--- config.mk ---
export PLATFORM = sky130hd
export DESIGN_NAME = rr_mux_nt1
export DESIGN_NICKNAME = d
export VERILOG_FILES = /design/src/rtl/rr_mux_nt1.sv
export SDC_FILE = /design/constraint.sdc
export NUM_CORES = 1
export LEC_CHECK = 0
export ABC_CLOCK_PERIOD_IN_PS = 7100
export CAP_MARGIN = 20
export CORE_MARGIN = 5
export CORE_UTILIZATION = 39
export DETAILED_ROUTE_END_ITERATION = 12
export GPL_TIMING_DRIVEN = 0
export HOLD_SLACK_MARGIN = 0.02
export PLACE_DENSITY_LB_ADDON = 0.05
export SYNTH_ARGS = -nofsm -noshare
export SYNTH_HDL_FRONTEND = slang
export SYNTH_SLANG_ARGS = --single-unit
--- constraint.sdc ---
create_clock -name CLK -period 7.1 [get_ports CLK]
set_clock_uncertainty 0.1 [all_clocks]
set_input_delay 1.775 -clock CLK [delete_from_list [all_inputs] [get_ports CLK]]
set_output_delay 1.775 -clock CLK [all_outputs]
set_load 0.01 [all_outputs]
--- src/rtl/rr_mux_nt1.sv ---
// rr_mux_nt1: registered N:1 valid/ready selector, fixed-select or round-robin.
// Ports: CLK, RST_N, DIN/VALID_IN/READY_OUT (per channel), MODE, SEL,
//   DOUT/VALID_OUT/READY_IN/GRANT_IDX (output stage).
// Option RR_MUX_NT1_XFER_CNT_EN adds CNT_CLR and XFER_CNT[15:0].
module rr_mux_nt1 #(
  parameter int WIDTH    = 32,
  parameter int CHANNELS = 8,
  parameter int SEL_W    = $clog2(CHANNELS)
) (
  input  logic                      CLK,
  input  logic                      RST_N,
  input  logic [CHANNELS*WIDTH-1:0] DIN,
  input  logic [CHANNELS-1:0]       VALID_IN,
  output logic [CHANNELS-1:0]       READY_OUT,
  input  logic                      MODE,
  input  logic [SEL_W-1:0]          SEL,
  output logic [WIDTH-1:0]          DOUT,
  output logic                      VALID_OUT,
  input  logic                      READY_IN,
`ifdef RR_MUX_NT1_XFER_CNT_EN
  input  logic                      CNT_CLR,
  output logic [15:0]               XFER_CNT,
`endif
  output logic [SEL_W-1:0]          GRANT_IDX
);

  logic [WIDTH-1:0]    dout_q, dout_d;
  logic                vld_q, vld_d;
  logic [SEL_W-1:0]    idx_q, idx_d;
  logic [SEL_W-1:0]    ptr_q, ptr_d;

  logic                free;
  logic                accept;
  logic                gnt_vld;
  logic [SEL_W-1:0]    gnt_idx;
  logic [CHANNELS-1:0] grant;
  logic [WIDTH-1:0]    gnt_data;
  logic [SEL_W:0]      pos;

  // Nothing is offered upstream while reset is asserted.
  assign free   = RST_N & (~vld_q | READY_IN);
  assign accept = free & gnt_vld;

  always_comb begin
    gnt_vld = 1'b0;
    gnt_idx = '0;
    pos     = '0;
    if (!MODE) begin
      // Out-of-range SEL matches no channel.
      for (int i = 0; i < CHANNELS; i++) begin
        if (SEL == SEL_W'(i) && VALID_IN[i]) begin
          gnt_vld = 1'b1;
          gnt_idx = SEL_W'(i);
        end
      end
    end else begin
      // Walk from farthest to nearest so the
      // nearest valid after ptr wins.
      for (int k = CHANNELS; k >= 1; k--) begin
        pos = {1'b0, ptr_q} + (SEL_W+1)'(k);
        if (pos >= (SEL_W+1)'(CHANNELS))
          pos = pos - (SEL_W+1)'(CHANNELS);
        if (VALID_IN[pos[SEL_W-1:0]]) begin
          gnt_vld = 1'b1;
          gnt_idx = pos[SEL_W-1:0];
        end
      end
    end
  end

  always_comb begin
    grant = '0;
    if (gnt_vld)
      grant[gnt_idx] = 1'b1;
  end

  assign READY_OUT = grant & {CHANNELS{free}};

  always_comb begin
    gnt_data = '0;
    for (int i = 0; i < CHANNELS; i++) begin
      if (gnt_idx == SEL_W'(i))
        gnt_data = DIN[i*WIDTH +: WIDTH];
    end
  end

  always_comb begin
    dout_d = dout_q;
    idx_d  = idx_q;
    vld_d  = vld_q;
    ptr_d  = ptr_q;
    if (accept) begin
      dout_d = gnt_data;
      idx_d  = gnt_idx;
      vld_d  = 1'b1;
      if (MODE)
        ptr_d = gnt_idx;
    end else if (free) begin
      vld_d = 1'b0;
    end
  end

  always_ff @(posedge CLK or negedge RST_N) begin
    if (!RST_N) begin
      dout_q <= '0;
      idx_q  <= '0;
      vld_q  <= 1'b0;
      ptr_q  <= SEL_W'(CHANNELS-1);
    end else begin
      dout_q <= dout_d;
      idx_q  <= idx_d;
      vld_q  <= vld_d;
      ptr_q  <= ptr_d;
    end
  end

  assign DOUT      = dout_q;
  assign VALID_OUT = vld_q;
  assign GRANT_IDX = idx_q;

`ifdef RR_MUX_NT1_XFER_CNT_EN
  logic [15:0] cnt_q, cnt_d;

  always_comb begin
    cnt_d = cnt_q;
    if (CNT_CLR)
      cnt_d = '0;
    else if (vld_q & READY_IN)
      cnt_d = cnt_q + 16'd1;
  end

  always_ff @(posedge CLK or negedge RST_N) begin
    if (!RST_N)
      cnt_q <= '0;
    else
      cnt_q <= cnt_d;
  end

  assign XFER_CNT = cnt_q;
`endif

endmodule

Word level (Yosys, flattened, before mapping). Index checks and enable logic that the tools add are counted.

Register bits: 39. Input port bits: 271. Output and inout port bits: 44. Logic and storage cells: 148.

Add/subtract/negate cells: 16. Order comparisons: 18. Equality and inequality tests: 14. Multiplexer cells: 78. Bitwise gates (word level): 5. Reduce and logical (&&, ||, !) cells: 13.

Operator list (count): $mux W32 (8); $mux W3 (31); $lt A3 B4 Y1 const B (9); $ge A4 B4 Y1 const B (8); $mux W1 (29); $bmux W1 S3 (8); $eq A3 B3 Y1 const B (8); $sub A3 B1 Y3 const B (8); $add A3 B3 Y4 const B (4); $eq A3 B2 Y1 const B (4); $logic_and A1 B1 Y1 (9); $add A3 B2 Y4 const B (2); $and A8 B8 Y8 (1); $mux W8 (1); $eq A3 B1 Y1 const B (2); $logic_not A3 Y1 (2); $add A3 B1 Y4 const B (1); $add A3 B4 Y4 const B (1); $demux W1 S3 (1); $ge A3 B1 Y1 const B (1); $and A1 B1 Y1 (2); $reduce_and A2 Y1 (1); $reduce_bool A2 Y1 (1); $not A1 Y1 (1); $or A1 B1 Y1 (1).

Longest topological paths before layout. Gate-level depths: netlist of run 1.

Depth after elaboration: 24. Depth in mapped cells: 17. Depth with buffers taken out: 11.

Worst setup path after synthesis of run 1. Ideal clock, no wire load.

Kind: input-to-output. Start point: in VALID_IN[6]. End point: out READY_OUT[0]. Arrival time: 4.374 ns. Data required time: 5.225 ns. Slack: 0.851 ns. Cell stages on the path: 11. Buffers on the path: 4. Path through: clkbuf_1 mux4_2 mux2_4 nor3b_2 a2111oi_4 a211oi_4 or2_1 buf_6 buf_6 buf_6 nor3_1.

Longest elaborated chain between the ends: 17. Elaborated cells on any way between the ends: 46. Classes of those cells: 2 x order compare; 41 x mux; 1 x bitwise; 2 x reduce/logical.

Ends and longest elaborated chain: start: declaration (line 13) `input logic [CHANNELS-1:0] VALID_IN,`; $bmux W1 S3 (line 63) `if (VALID_IN[pos[SEL_W-1:0]]) begin`; $mux W1 (not written as such) (line 63); $mux W3 (8 in a row) (line 63); $mux W3 (line 48) `if (!MODE) begin`; $lt A3 B4 Y1 (not written as such) or $ge A3 B1 Y1 (tied branches) (line 74) `grant[gnt_idx] = 1'b1;`; $logic_and A1 B1 Y1 (not written as such) (line 74); $mux W1 (not written as such) (line 74); $demux W1 S3 (line 74); $mux W8 (*) (line 73) `if (gnt_vld)`; $and A8 B8 Y8 (*) (line 77) `assign READY_OUT = grant & {CHANNELS{free}};`; end: declaration (line 14) `output logic [CHANNELS-1:0] READY_OUT,`.

Mark *: on every way between the ends. The rest lies on a longest branch, timed or not. The select of a mux whose other input is x is not followed.

Final worst setup path of run 1.
Start point: in VALID_IN[2]. End point: out READY_OUT[7].

The elaborated chain is that of the path after synthesis.

==> metrics.md, run 1 <==
| Metric | Value |
|---|---|
| Outcome | complete, no violations |
| Crit-path cells | dlygate4sd2_1 -> mux4_2 -> mux2_4 -> o2bb2ai_1 -> a31o_1 -> a211oi_4 -> o21ai_1 -> nor3_4 -> clkbuf_4 -> clkdlybuf4s50_1 |
| Largest cells by area after synthesis | dfrtp_1 (17%), nor3_1 (9.2%), a2111oi_2 (9.1%) |
| Slew headroom | 49.7% |
| Clk root buf | clkbuf_16 |
| Crit end category | output port |
| Power per Cell Area | 443 mW/mm^2 |
| Die Y | around 130 microns |
| Die X | 127 microns |
| Worst Hold Class | reg2reg |
| Synth area leader | dfrtp_1 |
| Max clock buf depth | 2 |
| Area growth, synth to finish | 67.7% |
| Cell row count | 42 |
| Routed Antenna Nets | 0 |
| Layout Utilization | 66.9% |
| Largest family of logic cells by synthesized area | compound AO/OA/AOI/OAI gates |
| Post-Synth Simple-Gate Area | 16.7% |
| Kind of critical path | in2out |
| P_leak | 3.34 nW |
| Clock latency on the worst-skew pair | 0.30 ns |
| Critical Path Max Stage Delay | approximately 0.6 ns |
| Share of post-route cells with drive strength above 1 | 13.9% |
| Setup_tns | 0 ns |
| Core footprint | 0.0133 sq mm |
| Post-synthesis cell area | around 0.0053 sq mm |
| Vias in the first global route | 7332 |
| H-tree levels | 2 |
| Worst-path maximum fanout | 10 |
| Mapped Avg Cell Area | approximately 8.6 sq um |
| First-pass GRT wire length | 41100 microns |
| Vias per Instance | ~6.4 |
| Die area | 0.0160 sq mm |
| Asr flop ratio synth | 100% |
| Total gr overflow | 0 |
| Clock tree sinks | 39 |
| 1st-iter DRT viols | 791 |
| Worst Max-Slew Pin Slew | 0.749 ns |
| Initial antenna violation count | 0 |
| WP data arrival | 5.09 ns |
| Final Hold Fails | 0 |
| Drt wl/cell | 24.2 microns |
| Fin nets | around 1.2k |
| Routed WL | 27200 microns |
| Crit share post-route | ~98% |
| DRC | 0 |
| GPL Wtd Cong | 0.900 |
| Layout fillers | roughly 1.1k |
| Initial Utilization | 39.9% |
| Compound-gate portion of the synthesized area | about two fifths |
| Clk slew on worst S/H paths | 0.07 ns |
| Largest net degree at the start of global routing | 27 |
| Crit start category | input port |
| RSZ-0062 raised after global routing | false |
| Synth Area in XOR/XNOR | 0.661% |
| Yosys Warn Count | 0 |
| Syn_nets | 890 |
| All-Layer GR Usage | 32.3% |
| Max-slew violations | 0 |
| Min Clock Period, post-route | around 7 ns |
| Post-synth top area share | 17.0% |
| Most common cell in the synthesized netlist | nor3_1 |
| Syn Inst Count | ~600 |
| Buf/Inv on CP | 3 |
| TritonRoute pass-1 iters | 6 |
| FF+latch count, synth | 39 |
| Ant diodes | 0 |
| Adder-Cell Fraction of Synth Area | less than 1% |
| CP top delay family | buffers and inverters |
| Buffers on Ports | between 300 and 400 |
| Main synth FF type | dfrtp_1 |
| CTS tree | built |
| # setup viols final | 0 |
| Count of cell types in the netlist | 63 |
| Fmax | 0.144 GHz |
| MaxCap Viol Count | 0 |
| Num CTS Buffers | 5 |
| Io pins | 315 |
| Post-detailed-placement half-perimeter wirelength | ~21000 microns |
| Post-synth EDFFs | 0 |
| Via count | 7123 |
| Worst EP required | around 5.2 ns |
| Commonest cells in the netlist | nor3_1 (97), a22oi_1 (63), nand2_1 (50), mux2i_1 (43), clkbuf_1 (37) |
| Post-synthesis sequential area ratio | 18.5% |
| Mux cell area share after synthesis | 16.1% |
| Worst path slowest cell | mux4_2 |
| Maximum VDD drop | 362 uV |
==> tightest hold or removal path: cells and delay by family (launching register included) <==
| family | cells | cell delay [ns] |
|---|---|---|
| compound gates | 1 | 0.06 |
| flops | 1 | 0.36 |
| simple gates | 1 | 0.05 |
==> per-layer routing <==
layer	part of all wire, %	track usage [%]	wire, microns
met1	38	41.0	10400
met2	48	54.0	13000
met3	11	7.94	2910
met4	3.2	10.2	864
met5	0	0	0
==> cell families (layout without fill, tap and decap cells) <==
kind of cell | after synthesis | after routing
AO/OA/AOI/OAI | 240 | 240
AND/OR/NAND/NOR | 180 | 180
buffers and inverters | 86 | 414
multiplexers | 66 | 66
flip-flops | 39 | 39
XOR/XNOR | 4 | 4
adder cells (fa/ha/maj) | 2 | 2
==> placed cells by master (no fill, tap or decap), drive strengths merged, types with 3 or more instances in the layout <==
| master | n |
|---|---|
| clkdlybuf4s50 | 301 |
| nor3 | 99 |
| a22oi | 63 |
| nand2 | 50 |
| buf | 48 |
| clkbuf | 45 |
| mux2i | 43 |
| o21ai | 37 |
| dfrtp | 36 |
| a21oi | 36 |
| a2111oi | 33 |
| a222oi | 31 |
| mux4 | 14 |
| nor2 | 12 |
| inv | 10 |
| mux2 | 9 |
| dlygate4sd2 | 7 |
| a211oi | 7 |
| o22ai | 4 |
| a31oi | 4 |
| xnor2 | 3 |
| and3 | 3 |
| dfstp | 3 |
| nand3 | 3 |
| o211ai | 3 |
| nor4 | 3 |
==> stage by stage <==
| step | area, sq um | hold slack, ns | instances | power, mW | setup slack, ns |
|---|---|---|---|---|---|
| 6_report | 8890 | 0.401 | 1121 | 3.94 | 0.131 |
| 5_1_grt | 8890 | 0.442 | 1121 | 4.20 | 0.0000120 |
| 4_1_cts | 8870 | 0.401 | 1121 | 3.88 | 0.0677 |
| 3_5_place_dp | 8640 | 0.381 | 1105 | 3.55 | -0.551 |
| 3_3_place_gp | 8620 | 0.366 | 1103 | 3.48 | -1.24 |
| 2_1_floorplan | 5300 | 0.415 | 617 | 2.64 | 0.851 |
==> layout make-up <==
cell class                      instances  area [sq um]  share of cell area [%]
Clock buffer                            6           139                    1.56
Inverter                               11          41.3                   0.464
Sequential cell                        39           980                    11.0
Buffer                                 74           467                    5.25
Timing Repair Buffer                  322          3190                    35.9
Clock inverter                          1          5.00                  0.0563
Tap cell                              176           220                    2.48
Multi-Input combinational cell        492          3850                    43.3
==> sequential cells by signal, summed over array words and instances (netlist names) <==
register / count
VALID_OUT: 1
DOUT: 32
GRANT_IDX: 3
ptr_q: 3
==> timing repair <==
| action | CTS | global route |
|---|---|---|
| pin swaps | 3 | 1 |
| hold buffers | 0 | 0 |
| setup buffers | 9 | 1 |
| setup endpoints to repair | 7 | 6 |
| gates resized for setup | 14 | 9 |
==> where the power goes <==
part	leakage (nW)	internal, mW	switching, mW
logic	2.76	1.49	1.84
registers	0.504	0.307	0.0578
clock network	0.0727	0.138	0.105
total	3.34	1.94	2.00
==> path summary, 6_finish.rpt <==
path | from | slack, ns | end | cells past startpoint
setup reg to reg | ptr_q[1]$_DFFE_PN1P_ | 2.11 | DOUT[9]$_DFFE_PN0P_ | 17
hold / removal | GRANT_IDX[2]$_DFFE_PN0P_ | 0.40 | GRANT_IDX[2]$_DFFE_PN0P_ | 2
hold reg to reg | GRANT_IDX[2]$_DFFE_PN0P_ | 0.40 | GRANT_IDX[2]$_DFFE_PN0P_ | 2
max in group asynchronous | RST_N | 4.97 | ptr_q[1]$_DFFE_PN1P_ | 2
min in group asynchronous | RST_N | 1.34 | DOUT[13]$_DFFE_PN0P_ | 1
setup / recovery | VALID_IN[2] | 0.13 | READY_OUT[7] | 10
Power figures use the tool's default switching activity.
==> inputs of run 2 (changes only) <==
--- a/config.mk
+++ b/config.mk
@@ -5,7 +5,7 @@
 export SDC_FILE = /design/constraint.sdc
 export NUM_CORES = 1
 export LEC_CHECK = 0
-export ABC_CLOCK_PERIOD_IN_PS = 7100
+export ABC_CLOCK_PERIOD_IN_PS = 7500
 export CAP_MARGIN = 20
 export CORE_MARGIN = 5
 export CORE_UTILIZATION = 39
==> constraint.sdc (replaced) <==
create_clock -name CLK -period 7.5 [get_ports CLK]
set_clock_uncertainty 0.1 [all_clocks]
set_input_delay 1.875 -clock CLK [delete_from_list [all_inputs] [get_ports CLK]]
set_output_delay 1.875 -clock CLK [all_outputs]
set_load 0.005 [all_outputs]
==> metrics.md, run 2 (synthesis results as in run 1) <==
| Metric | Value |
|---|---|
| Drt wl/cell | 24.3 microns |
| First-pass GRT wire length | 40900 microns |
| Clk slew on worst S/H paths | 0.07 ns |
| Post-detailed-placement half-perimeter wirelength | 21300 microns |
| M1 wire length | 10500 microns |
| Vias per Instance | 6.38 |
| Min Clock Period, post-route | 7.23 ns |
| Initial antenna violation count | 0 |
| Io pins | between 300 and 400 |
| # setup viols final | 0 |
| Fmax | 0.138 GHz |
| Worst-path maximum fanout | 10 |
| Initial Utilization | 39.9% |
| Kind of critical path | in2out |
| Crit. Startpoint | VALID_IN[5] |
| Total gr overflow | 0 |
| RSZ-0062 raised after global routing | false |
| Critical Path Max Stage Delay | 0.59 ns |
| Routed WL | 27100 microns |
| Via count | 7113 |
| Clock tree sinks | 39 |
| Buffers on Ports | 310 |
| DRC | 0 |
| Routed length on met3 | approximately 2800 microns |
| Die X | 127 microns |
| Layout Cells excl Fill | 1115 |
| WP data arrival | 5.25 ns |
| Ant diodes | 0 |
| Crit-path cells | dlygate4sd2_1 -> mux4_2 -> mux2_2 -> a211o_1 -> a2111o_1 -> o211a_1 -> buf_6 -> buf_6 -> clkbuf_2 -> and3_1 -> clkdlybuf4s50_1 |
| Power per Cell Area | 413 mW/mm^2 |
| CTS tree | built |
| Die area | 0.0160 sq mm |
| Crit start category | input port |
| All-Layer GR Usage | 32.2% |
| P_leak | 3.31 nW |
| Worst R2R Path Depth | 16 |
| Fin nets | 1212 |
| Worst Max-Slew Pin Slew | 0.766 ns |
| Worst R2R Start | ptr_q[1]$_DFFE_PN1P_ |
| 1st-iter DRT viols | 895 |
| Worst hold slack | 0.403 ns |
| Share of post-route cells with drive strength above 1 | between 10% and 20% |
| Worst EP required | 5.53 ns |
| R2r setup slk | 2.39 ns |
| Vias in the first global route | 7296 |
| Largest net degree at the start of global routing | 27 |
| Layout fillers | 1123 |
| Crit Reg-Reg Endpoint | DOUT[10]$_DFFE_PN0P_ |
| Clock latency on the worst-skew pair | around 0.3 ns |
| Outcome | complete, no violations |
| Max clock buf depth | 2 |
| Maximum VDD drop | around 330 uV |
| Commonest non-fill, non-tap cell in the layout | clkdlybuf4s50_1 |
| Clk root buf | clkbuf_16 |
| Core footprint | 0.0133 sq mm |
| Final Hold Fails | 0 |
| Smallest setup slack after layout | 0.271 ns |
| Area growth, synth to finish | 66.9% |
| Die Y | 127 microns |
| Met2 WL post-DR | 13000 microns |
| Commonest non-fill, non-tap cells in the layout | clkdlybuf4s50_1 (303), nor3_1 (97), a22oi_1 (63), nand2_1 (50), mux2i_1 (43) |
| Max-slew violations | 0 |
| DP Cell Count | roughly 1.1k |
| Slew headroom | 48.6% |
| H-tree levels | 2 |
| Pre-CTS WS | -0.317 ns |
| Worst path slowest cell | mux4_2 |
| Max Used Layer | met4 |
| Routed Antenna Nets | 0 |
| Crit share post-route | 96.4% |
| CP dominant cell by count | buf_6 |
| Crit path capture | READY_OUT[5] |
| Crit end category | output port |
| Num CTS Buffers | 5 |
| MaxCap Viol Count | 0 |
| GPL Wtd Cong | 0.900 |
| Worst Hold Class | reg2reg |
| Max FFs per register | 32 |
| Cell row count | 42 |
| TritonRoute pass-1 iters | 5 |
-- run 2: cell count changes in the layout (fill, tap and decap cells not counted) --
cell             before  now
buf_4                14    7
dlygate4sd2_1         7    2
buf_2                13   16
clkbuf_4              4    1
dlymetal6s2s_1        1    4
clkdlybuf4s50_1     301  303
clkbuf_1             33   34
o21ai_0               5    6
o21ai_1              32   31
-- run 2: report_power, final --
group | switching [mW] | total [mW] | internal (mW)
clock network | 0.0995 | 0.230 | 0.130
registers | 0.0542 | 0.345 | 0.291
logic | 1.70 | 3.08 | 1.38
-- run 2: critical path: cells and delay by family --
family                 cells  cell delay [ns]
and+or+nand+nor            1             0.21
AOI/OAI and AO/OA          3             0.96
buffers and inverters      5             1.31
muxes                      2             0.89
-- run 2: worst min-delay path by stage --
stage	start	cells after the start	slack [ns]	to
6_report	GRANT_IDX[1]$_DFFE_PN0P_	2	0.40	GRANT_IDX[1]$_DFFE_PN0P_
5_1_grt	GRANT_IDX[2]$_DFFE_PN0P_	2	0.44	GRANT_IDX[2]$_DFFE_PN0P_
4_1_cts	GRANT_IDX[1]$_DFFE_PN0P_	2	0.40	GRANT_IDX[1]$_DFFE_PN0P_
3_5_place_dp	GRANT_IDX[1]$_DFFE_PN0P_	2	0.38	GRANT_IDX[1]$_DFFE_PN0P_
3_3_place_gp	GRANT_IDX[2]$_DFFE_PN0P_	2	0.37	GRANT_IDX[2]$_DFFE_PN0P_
2_1_floorplan	GRANT_IDX[1]$_DFFE_PN0P_	2	0.37	GRANT_IDX[1]$_DFFE_PN0P_
-- run 2: timing repair --
item,CTS,global route
endpoints found under the setup margin,5,7
setup buffers,3,0
hold buffers,0,0
pin swaps,2,1
gates resized for setup,8,7
-- run 2: routing by layer --
metal | track usage [%] | vias up
met2 | 53.6 | 483
met3 | 7.02 | 62
met5 | 0 | -
li1 | - | 3154
met4 | 10.5 | 0
met1 | 41.4 | 3414
-- run 2: cell type report --
cell class | instances | area (sq um) | share of cell area [%]
Sequential cell | 39 | 980 | 11.1
Timing Repair Buffer | 315 | 3150 | 35.6
Multi-Input combinational cell | 492 | 3850 | 43.5
Tap cell | 176 | 220 | 2.49
Clock buffer | 6 | 139 | 1.57
Buffer | 75 | 463 | 5.23
Clock inverter | 1 | 5.00 | 0.0566
Inverter | 11 | 41.3 | 0.467
-- run 2: metrics by stage --
stage | total power [mW] | util (%) | instance area (sq um) | TNS [ns]
global placement | 3.27 | 64.9 | 8620 | -4.14
CTS | 3.61 | 66.4 | 8830 | 0
detailed placement | 3.34 | 65.0 | 8640 | -0.619
global route | 3.90 | 66.5 | 8850 | 0
floorplan | 2.47 | - | 5300 | 0
finish | 3.65 | 66.5 | 8850 | 0
